[config.mk]
export PLATFORM = sky130hd
export DESIGN_NAME = dual_slope_sequencer
export DESIGN_NICKNAME = d
export VERILOG_FILES = /design/src/rtl/dual_slope_sequencer.sv
export SDC_FILE = /design/constraint.sdc
export NUM_CORES = 1
export LEC_CHECK = 0
export CORE_ASPECT_RATIO = 1.1
export CORE_UTILIZATION = 65
export CTS_BUF_LIST = sky130_fd_sc_hd__clkbuf_2
export CTS_CLUSTER_DIAMETER = 150
export DETAILED_ROUTE_END_ITERATION = 10
export DONT_BUFFER_PORTS = 1
export PLACE_DENSITY = 0.79
export SYNTH_ARGS = -nofsm -noshare
export SYNTH_HDL_FRONTEND = slang
export SYNTH_SLANG_ARGS = --single-unit
[constraint.sdc]
create_clock -name clk_i -period 3.7 [get_ports clk_i]
set_clock_uncertainty 0.15 [all_clocks]
set_input_delay 1.11 -clock clk_i [delete_from_list [all_inputs] [get_ports clk_i]]
set_output_delay 1.11 -clock clk_i [all_outputs]
set_load 0.1 [all_outputs]
[src/rtl/dual_slope_sequencer.sv]
// rtl/dual_slope_sequencer.sv - dual-slope voltmeter conversion sequencer
// Sequences clear, fixed integrate, break, reference deintegrate and result latch.
module dual_slope_sequencer #(
  parameter int INT_CYCLES = 2048,
  parameter int MAX_COUNT  = 4095
) (
  input  logic        clk_i,
  input  logic        rst_n_i,
  input  logic        start_i,
  input  logic        abort_i,
  input  logic        comparator_i,
  input  logic [11:0] measurement_count_i,
  output logic        measurement_en_o,
  output logic        measurement_clear_o,
  output logic        integrate_sw_o,
  output logic        deintegrate_sw_o,
  output logic        busy_o,
  output logic [11:0] result_o,
  output logic        result_valid_o,
  output logic        overrange_o
);

  typedef enum logic [2:0] {
    S_IDLE,
    S_CLEAR,
    S_INTEGRATE,
    S_BREAK,
    S_DEINTEGRATE,
    S_DONE
  } state_t;

  localparam logic [11:0] INT_LAST  = 12'(INT_CYCLES - 1);
  localparam logic [11:0] COUNT_MAX = 12'(MAX_COUNT);

  state_t      state;
  logic [11:0] int_timer;
  logic        comp_meta;
  logic        comp_s;
  logic        at_max;

  // comparator_i comes straight from the analog front end, unrelated to clk_i
  always_ff @(posedge clk_i or negedge rst_n_i) begin
    if (!rst_n_i) begin
      comp_meta <= 1'b0;
      comp_s    <= 1'b0;
    end else begin
      comp_meta <= comparator_i;
      comp_s    <= comp_meta;
    end
  end

  assign at_max = (measurement_count_i == COUNT_MAX);

  always_ff @(posedge clk_i or negedge rst_n_i) begin
    if (!rst_n_i) begin
      state       <= S_IDLE;
      int_timer   <= '0;
      result_o    <= '0;
      overrange_o <= 1'b0;
    end else if (abort_i && (state != S_IDLE)) begin
      state <= S_IDLE;
    end else begin
      case (state)
        S_IDLE: begin
          if (start_i && !abort_i) state <= S_CLEAR;
        end
        S_CLEAR: begin
          int_timer   <= '0;
          overrange_o <= 1'b0;
          state       <= S_INTEGRATE;
        end
        S_INTEGRATE: begin
          int_timer <= int_timer + 12'd1;
          if (int_timer == INT_LAST) state <= S_BREAK;
        end
        S_BREAK: begin
          state <= S_DEINTEGRATE;
        end
        S_DEINTEGRATE: begin
          // a trip takes priority over the limit so an exact MAX_COUNT is not overrange
          if (!comp_s) begin
            result_o <= measurement_count_i;
            state    <= S_DONE;
          end else if (at_max) begin
            result_o    <= COUNT_MAX;
            overrange_o <= 1'b1;
            state       <= S_DONE;
          end
        end
        S_DONE: begin
          state <= S_IDLE;
        end
        default: begin
          state <= S_IDLE;
        end
      endcase
    end
  end

  assign busy_o              = (state != S_IDLE);
  assign measurement_clear_o = (state == S_CLEAR);
  assign integrate_sw_o      = (state == S_INTEGRATE);
  assign deintegrate_sw_o    = (state == S_DEINTEGRATE);
  assign result_valid_o      = (state == S_DONE);
  assign measurement_en_o    = deintegrate_sw_o & comp_s & ~at_max;

endmodule

==> metrics.txt, run 1 <==
status completed; row count 17; CP Max Fanout 4; pin slew with the least headroom to its limit 927 ps; Syn Std Cell Area 0.00142 mm2; GR Layer Usage met2 0.410; Die Ht 51 um; initial antenna violation count 0; commonest non-fill, non-tap cell in the layout dfrtp_1; RSZ-0062 raised after global routing no; I/O pins 36; WP data required 2440 ps; HP Class reg -> reg; CTS buffer count 5; drt initial violations 20; Clock Sinks 30; remaining antenna violation count 0; register area share after synthesis 0.529; period utilization 0.895; Bufs on Longest Clock Path 2; Placer Congestion 0.802; Synthesis Warnings 0; CP Cell Sequence nand4_1 -> or3_1 -> and3_1 -> buf_12; Worst path max stage delay 450 ps; drt drc 0; hold_buf cts 0; met1 Usage GRT 0.329; pre-CTS setup slack 385 ps; WL/cell 16.8 um; die area 0.00237 mm2; # diodes 0; CTS root buf clkbuf_2; final setup TNS 0 ps; Max-Cap Viols 0; post-synthesis compound-gate area fraction 0.225; final setup fails 0; Worst Slack Setup Final 390 ps; post_cts resized 0; routed vias/inst 6.55; Slew HR 0.382; WP data arrival 2050 ps; count of different cell masters after synthesis 37; postcts setup bufs 0; peak supply drop 0.000840 V; post-synthesis xor/xnor area fraction 0.00617; grt ovf 0; fmax 302 MHz; Crit Path Class in -> out; Worst-path clk slew 170 ps; DRT Pass-1 Iters 4; WHS 210 ps; largest net degree at the start of global routing 31; Max Slew Vio Count 0; Crit. End Element primary output; Worst-Skew Late Latency 370 ps; simple logic cell fraction of the synthesized area 0.164; Core Footprint 0.00204 mm2; largest family of logic cells by synthesized area compound AO/OA/AOI/OAI gates; Final min period 3310 ps; Nets 152; total nets after synthesis 150; Syn-to-layout area delta 4.67%; total number of vias 1068; final hold viol count 0; drt total wl 2750 um; CTS tree built; total power 1.33 mW; Startpoint Class primary input; grt met3 use 0.102; most frequent cells in the layout dfrtp_1, o21ai_0, o22a_1; GRT busiest layer met2; proportion of layout cells with a drive suffix above 1 0.178; Die W 46.5 um; Pleak 0.662 nW; Slowest cell on crit path or3_1; area share of fa/ha/maj cells after synthesis 0.00882; Initial Utilization 0.695; syn avg cell area 10.7 um2; first-pass GRT wire length 4420 um; Total GRT Usage 0.268; mux cell area share after synthesis 0.00705; # fillers 154; Syn Inst Count 132; placed wire-length estimate 1880 um; Yosys reg bits 30; H-tree levels 2; Power Density 894 mW/mm2; Buffers on Ports 0; vias in the first global route 1007
per-layer routing:
| metal | wire (um) | vias up |
|---|---|---|
| met1 | 1200 | 525 |
| met5 | 0 | - |
| met3 | 182 | 2 |
| li1 | - | 495 |
| met4 | 27 | 0 |
| met2 | 1340 | 46 |
power by group:
part           leakage, nW  switching [mW]  internal, mW
logic                0.246           0.139        0.0869
registers            0.385           0.549         0.396
clock network       0.0304           0.111        0.0465
total                0.662           0.799         0.529
worst max-delay path, delay by kind of cell:
kind                   cells  cell delay [ps]
buffers and inverters      1              170
AND/OR/NAND/NOR            3              770
final timing paths:
check                                             from                      end  slack [ps]  depth (start not counted)
worst max-delay path            measurement_count_i[5]         measurement_en_o         390                          4
worst min-delay path               comp_meta$_DFF_PN0_         comp_s$_DFF_PN0_         210                          0
worst max register to register    state[2]$_DFFE_PN0P_  result_o[8]$_DFFE_PN0P_        1550                          4
worst min register to register     comp_meta$_DFF_PN0_         comp_s$_DFF_PN0_         210                          0
max in group asynchronous                      rst_n_i      comp_meta$_DFF_PN0_        3040                          0
min in group asynchronous                      rst_n_i  overrange_o$_DFFE_PN0P_         250                          0
registers in the layout (all words and copies together), names as in the netlist:
register,flops
int_timer,12
result_o,12
state,3
comp_meta,1
comp_s,1
overrange_o,1
logic make-up after synthesis:
family | Yosys count
simple gates | 40
compound gates | 46
mux | 1
flops | 30
xor+xnor | 1
fa+ha+maj | 1
buf+inv | 13
area by class of cell:
class | count | area, um2 | share of cell area
Sequential cell | 30 | 751 | 0.505
Timing Repair Buffer | 5 | 50.0 | 0.0337
Multi-Input combinational cell | 89 | 599 | 0.404
Clock buffer | 6 | 30.0 | 0.0202
Clock inverter | 2 | 8.76 | 0.00590
Inverter | 3 | 11.3 | 0.00758
Tap cell | 28 | 35.0 | 0.0236
cell usage after synthesis:
library cell / n / share of area
a41oi_1: 1 / 0.0062
or4b_4: 1 / 0.0097
nand2b_1: 1 / 0.0044
buf_6: 4 / 0.032
or3b_4: 1 / 0.0079
ha_1: 1 / 0.0088
nor2_1: 9 / 0.024
buf_1: 1 / 0.0026
and2_1: 2 / 0.0088
o22a_1: 10 / 0.062
nand3_1: 2 / 0.0071
and3_1: 6 / 0.026
nand2_1: 6 / 0.016
a311oi_1: 1 / 0.0062
a22o_1: 1 / 0.0062
buf_2: 2 / 0.0071
o21ai_0: 15 / 0.053
a31oi_1: 8 / 0.035
a31o_2: 1 / 0.0062
or3_2: 2 / 0.011
inv_1: 3 / 0.0079
clkbuf_1: 2 / 0.0053
buf_4: 1 / 0.0053
o21a_1: 1 / 0.0053
o31ai_1: 1 / 0.0053
nor2b_1: 1 / 0.0044
nand4_1: 5 / 0.022
or3_1: 1 / 0.0044
xnor2_1: 1 / 0.0062
or3_4: 1 / 0.0079
dfrtp_1: 30 / 0.53
a21oi_1: 2 / 0.0071
o22a_2: 2 / 0.014
mux2i_1: 1 / 0.0071
a21boi_2: 1 / 0.0079
nor3b_1: 2 / 0.011
a21o_1: 2 / 0.011
stage by stage:
stage          cells  area (um2)  utilization
4_1_cts          163        1490        0.727
3_5_place_dp     155        1450        0.708
3_3_place_gp     155        1450        0.708
2_1_floorplan    132        1420            -
6_report         163        1490        0.727
5_1_grt          163        1490        0.727
(Power assumes the default switching activity.)
==> inputs of run 2 (changes only) <==
--- a/config.mk
+++ b/config.mk
@@ -7,2 +7,3 @@
 export LEC_CHECK = 0
+export CAP_MARGIN = 20
 export CORE_ASPECT_RATIO = 1.1
--- a/constraint.sdc
+++ b/constraint.sdc
@@ -4,2 +4,2 @@
 set_output_delay 1.11 -clock clk_i [all_outputs]
-set_load 0.1 [all_outputs]
+set_load 0.005 [all_outputs]
==> metrics.txt, run 2 (synthesized netlist as in run 1, its figures left out) <==
vias in the first global route 960; Worst path max stage delay 460 ps; remaining antenna violation count 0; Final min period 3130 ps; CTS buffer count 5; wire length on met3 158 um; pin slew with the least headroom to its limit 774 ps; Crit. End Element primary output; Die W 46.5 um; Nets 147; fmax 320 MHz; first-pass GRT wire length 4350 um; CP Max Fanout 4; final hold viol count 0; reg2reg path depth 4; initial antenna violation count 0; r2r startpoint state[1]$_DFFE_PN0P_; Top Layer Used met4; Slowest cell on crit path or3_1; Die Ht 51 um; drt total wl 2670 um; Placed Instances 150; die area 0.00237 mm2; proportion of layout cells with a drive suffix above 1 0.123; Pleak 0.630 nW; # diodes 0; Layout Utilization 0.695; drt drc 0; WHS 226 ps; CP Cell Sequence nand4_1 -> or3_1 -> and3_1; drt initial violations 23; Core Footprint 0.00204 mm2; # fillers 171; hold_buf cts 0; most frequent cells in the layout dfrtp_1, o21ai_0, o22a_1; CTS root buf clkbuf_2; pre-CTS setup slack 579 ps; DRT Pass-1 Iters 4; Max-Cap Viols 0; Hold Crit Start comp_meta$_DFF_PN0_; WP data arrival 1870 ps; routed vias/inst 6.61; Buffers on Ports 0; period utilization 0.846; Total GRT Usage 0.270; WL/cell 16.9 um; Clock Sinks 30; Crit Path Class in -> out; cell depth of the worst hold path 0; Syn-to-layout area delta -0.0000705%; Bufs on Longest Clock Path 2; Initial Utilization 0.695; H-tree levels 2; largest net degree at the start of global routing 31; Worst Slack Setup Final 571 ps; register-to-register setup slack 1590 ps; multi-input logic area 583 um2; Worst-path clk slew 130 ps; Slew HR 0.483; row count 17; Register Area 751 um2; I/O pins 36; Worst-Skew Late Latency 350 ps; postcts setup bufs 0; wire length on met2 1340 um; WP data required 2440 ps; status completed; CTS tree built; Critical Path Source measurement_count_i[5]; Power Density 541 mW/mm2; Startpoint Class primary input; Placer Congestion 0.831; grt ovf 0; biggest regs int_timer: 12 flops, result_o: 12 flops, state: 3 flops; Max Slew Vio Count 0; total number of vias 1044; Hold Path End comp_s$_DFF_PN0_; Worst R2R End int_timer[9]$_DFFE_PN0P_; HP Class reg -> reg; Finished Layout Cells 158; placed wire-length estimate 1900 um; final setup TNS 0 ps; RSZ-0062 raised after global routing no; post_cts resized 0; commonest non-fill, non-tap cell in the layout dfrtp_1; peak supply drop 0.000394 V; final setup fails 0; M1 WL 1150 um
-- run 2: worst max path at each step --
stage,endpoint,cells after the start
floorplan,measurement_en_o,3
global placement,measurement_en_o,3
detailed placement,measurement_en_o,3
CTS,measurement_en_o,3
global route,measurement_en_o,3
finish,measurement_en_o,3
-- run 2: power breakdown --
group          total, mW  switching, mW  internal [mW]
logic              0.136         0.0611         0.0749
clock network      0.150          0.103         0.0465
registers          0.482         0.0747          0.407
-- run 2: per-stage QoR --
step	area (um2)	total power [mW]
final	1420	0.767
after global routing	1420	0.816
after CTS	1420	0.777
after detailed placement	1380	0.628
after global placement	1380	0.610
after floorplan	1420	0.594
-- run 2: area by class of cell --
type | count | share of cell area
clock buffers | 6 | 0.0212
clock inverters | 2 | 0.00617
inverters | 3 | 0.00794
multi-input cells | 89 | 0.411
flip-flops and latches | 30 | 0.529
well taps | 28 | 0.0247
-- run 2: critical path: cells and delay by family --
family	cells	cell delay, ps
and+or+nand+nor	3	760
-- run 2: layer usage --
metal,track usage,vias to the layer above
met5,0,-
met4,0.123,0
met3,0.0989,2
met2,0.407,34
met1,0.337,525
li1,-,483
==> inputs of run 3 (changes only) <==
Settings changed: CORE_UTILIZATION 65 to 58, PLACE_DENSITY 0.79 to 0.74.
Clock period 3.7 ns to 2.7 ns, I/O delays scaled along.
==> metrics.txt, run 3 (synthesized netlist as in run 1, its figures left out) <==
Initial Utilization 0.624; routed vias/inst 6.36; Power Density 719 mW/mm2; Core Footprint 0.00227 mm2; commonest non-fill, non-tap cell in the layout dfrtp_1; first-pass GRT wire length 4170 um; status completed; drt total wl 2570 um; Buffers on Ports 0; largest net degree at the start of global routing 31; Startpoint Class primary input; post-route cell area 0.00144 mm2; DRT Pass-1 Iters 4; CP Max Fanout 4; WP data required 1740 ps; vias in the first global route 978; final setup fails 0; Worst-path clk slew 130 ps; Die Ht 53.9 um; Pleak 0.637 nW; WL/cell 16.1 um; pin slew with the least headroom to its limit 512 ps; peak supply drop 0.000431 V; most frequent cells in the layout dfrtp_1, o21ai_0, o22a_1; period utilization 0.947; # diodes 0; Final min period 2560 ps; CTS root buf clkbuf_2; row count 18; I/O pins 36; Slew HR 0.657; Clock Sinks 30; RSZ-0062 raised after global routing no; Max Slew Vio Count 0; H-tree levels 2; drt initial violations 17; Crit Path Class in -> out; Die W 49.2 um; Bufs on Longest Clock Path 2; Worst-Skew Late Latency 340 ps; postcts setup bufs 0; biggest regs int_timer: 12 flops, result_o: 12 flops, state: 3 flops; die area 0.00265 mm2; # fillers 201; proportion of layout cells with a drive suffix above 1 0.123; WP data arrival 1600 ps; placed cell area 0.00139 mm2; total number of vias 1017; Crit. End Element primary output; CTS buffer count 5; CTS tree built; drt drc 0; final hold viol count 0; Syn-to-layout area delta 1.41%; Nets 149; grt ovf 0; Max-Cap Viols 0; fmax 391 MHz; initial antenna violation count 0; HP Class in -> async; final setup TNS 0 ps; Total GRT Usage 0.220; remaining antenna violation count 0; placed wire-length estimate 1770 um; Placer Congestion 0.765
-- run 3: cell count changes in the layout (fill, tap and decap cells not counted) --
cell	change
buf_12	+1
buf_4	+1
clkbuf_2	-1
clkinv_2	-1
-- run 3: stage by stage --
step / std cells / power [mW] / setup WS, ps / utilization / hold WS (ps)
after floorplan: 132 / 0.814 / 235 / - / 181
after global placement: 153 / 0.837 / 171 / 0.611 / 184
after detailed placement: 153 / 0.851 / 146 / 0.611 / 186
after CTS: 160 / 1.05 / 144 / 0.633 / 96.1
after global routing: 160 / 1.10 / 92.3 / 0.633 / 78.8
final: 160 / 1.03 / 143 / 0.633 / 116
-- run 3: layout make-up --
class,count,area [um2],area share
clock buffers,5,25.0,0.0174
well taps,30,37.5,0.0261
inverters,3,11.3,0.00783
repair buffers,2,27.5,0.0191
flip-flops and latches,30,751,0.522
clock inverters,1,3.75,0.00261
multi-input cells,89,583,0.405
-- run 3: path summary, 6_finish.rpt --
| kind | startpoint | endpoint | slack, ps | cells past startpoint |
|---|---|---|---|---|
| max in group asynchronous | rst_n_i | int_timer[2]$_DFFE_PN0P_ | 2130 | 1 |
| worst min register to register | comp_meta$_DFF_PN0_ | comp_s$_DFF_PN0_ | 210 | 0 |
| worst max register to register | state[2]$_DFFE_PN0P_ | result_o[2]$_DFFE_PN0P_ | 660 | 4 |
| min in group clk_i | comp_meta$_DFF_PN0_ | comp_s$_DFF_PN0_ | 210 | 0 |
| worst max-delay path | measurement_count_i[5] | measurement_en_o | 140 | 3 |
| worst min-delay path | rst_n_i | result_o[0]$_DFFE_PN0P_ | 120 | 1 |
-- run 3: layer usage --
layer | part of all wire | vias up | global-route usage
li1 | - | 487 | -
met1 | 0.43 | 486 | 0.243
met2 | 0.49 | 39 | 0.377
met3 | 0.064 | 5 | 0.0932
met4 | 0.014 | 0 | 0.0931
met5 | 0 | - | 0
-- run 3: power breakdown --
group | switching (mW) | leakage [nW] | total, mW | internal (mW)
clock | 0.134 | 0.0223 | 0.186 | 0.0514
sequential | 0.0950 | 0.385 | 0.653 | 0.557
combinational | 0.0893 | 0.229 | 0.196 | 0.107
total | 0.319 | 0.637 | 1.03 | 0.716
-- run 3: critical path, cell delays in order --
cell and delay (ps):
nand4_1 90, or3_1 460, and3_1 230
-- run 3: what timing repair did --
action / CTS / global route
resized for setup: 0 / 0
hold buffers: 1 / 0
hold endpoints to repair: 30 / 0
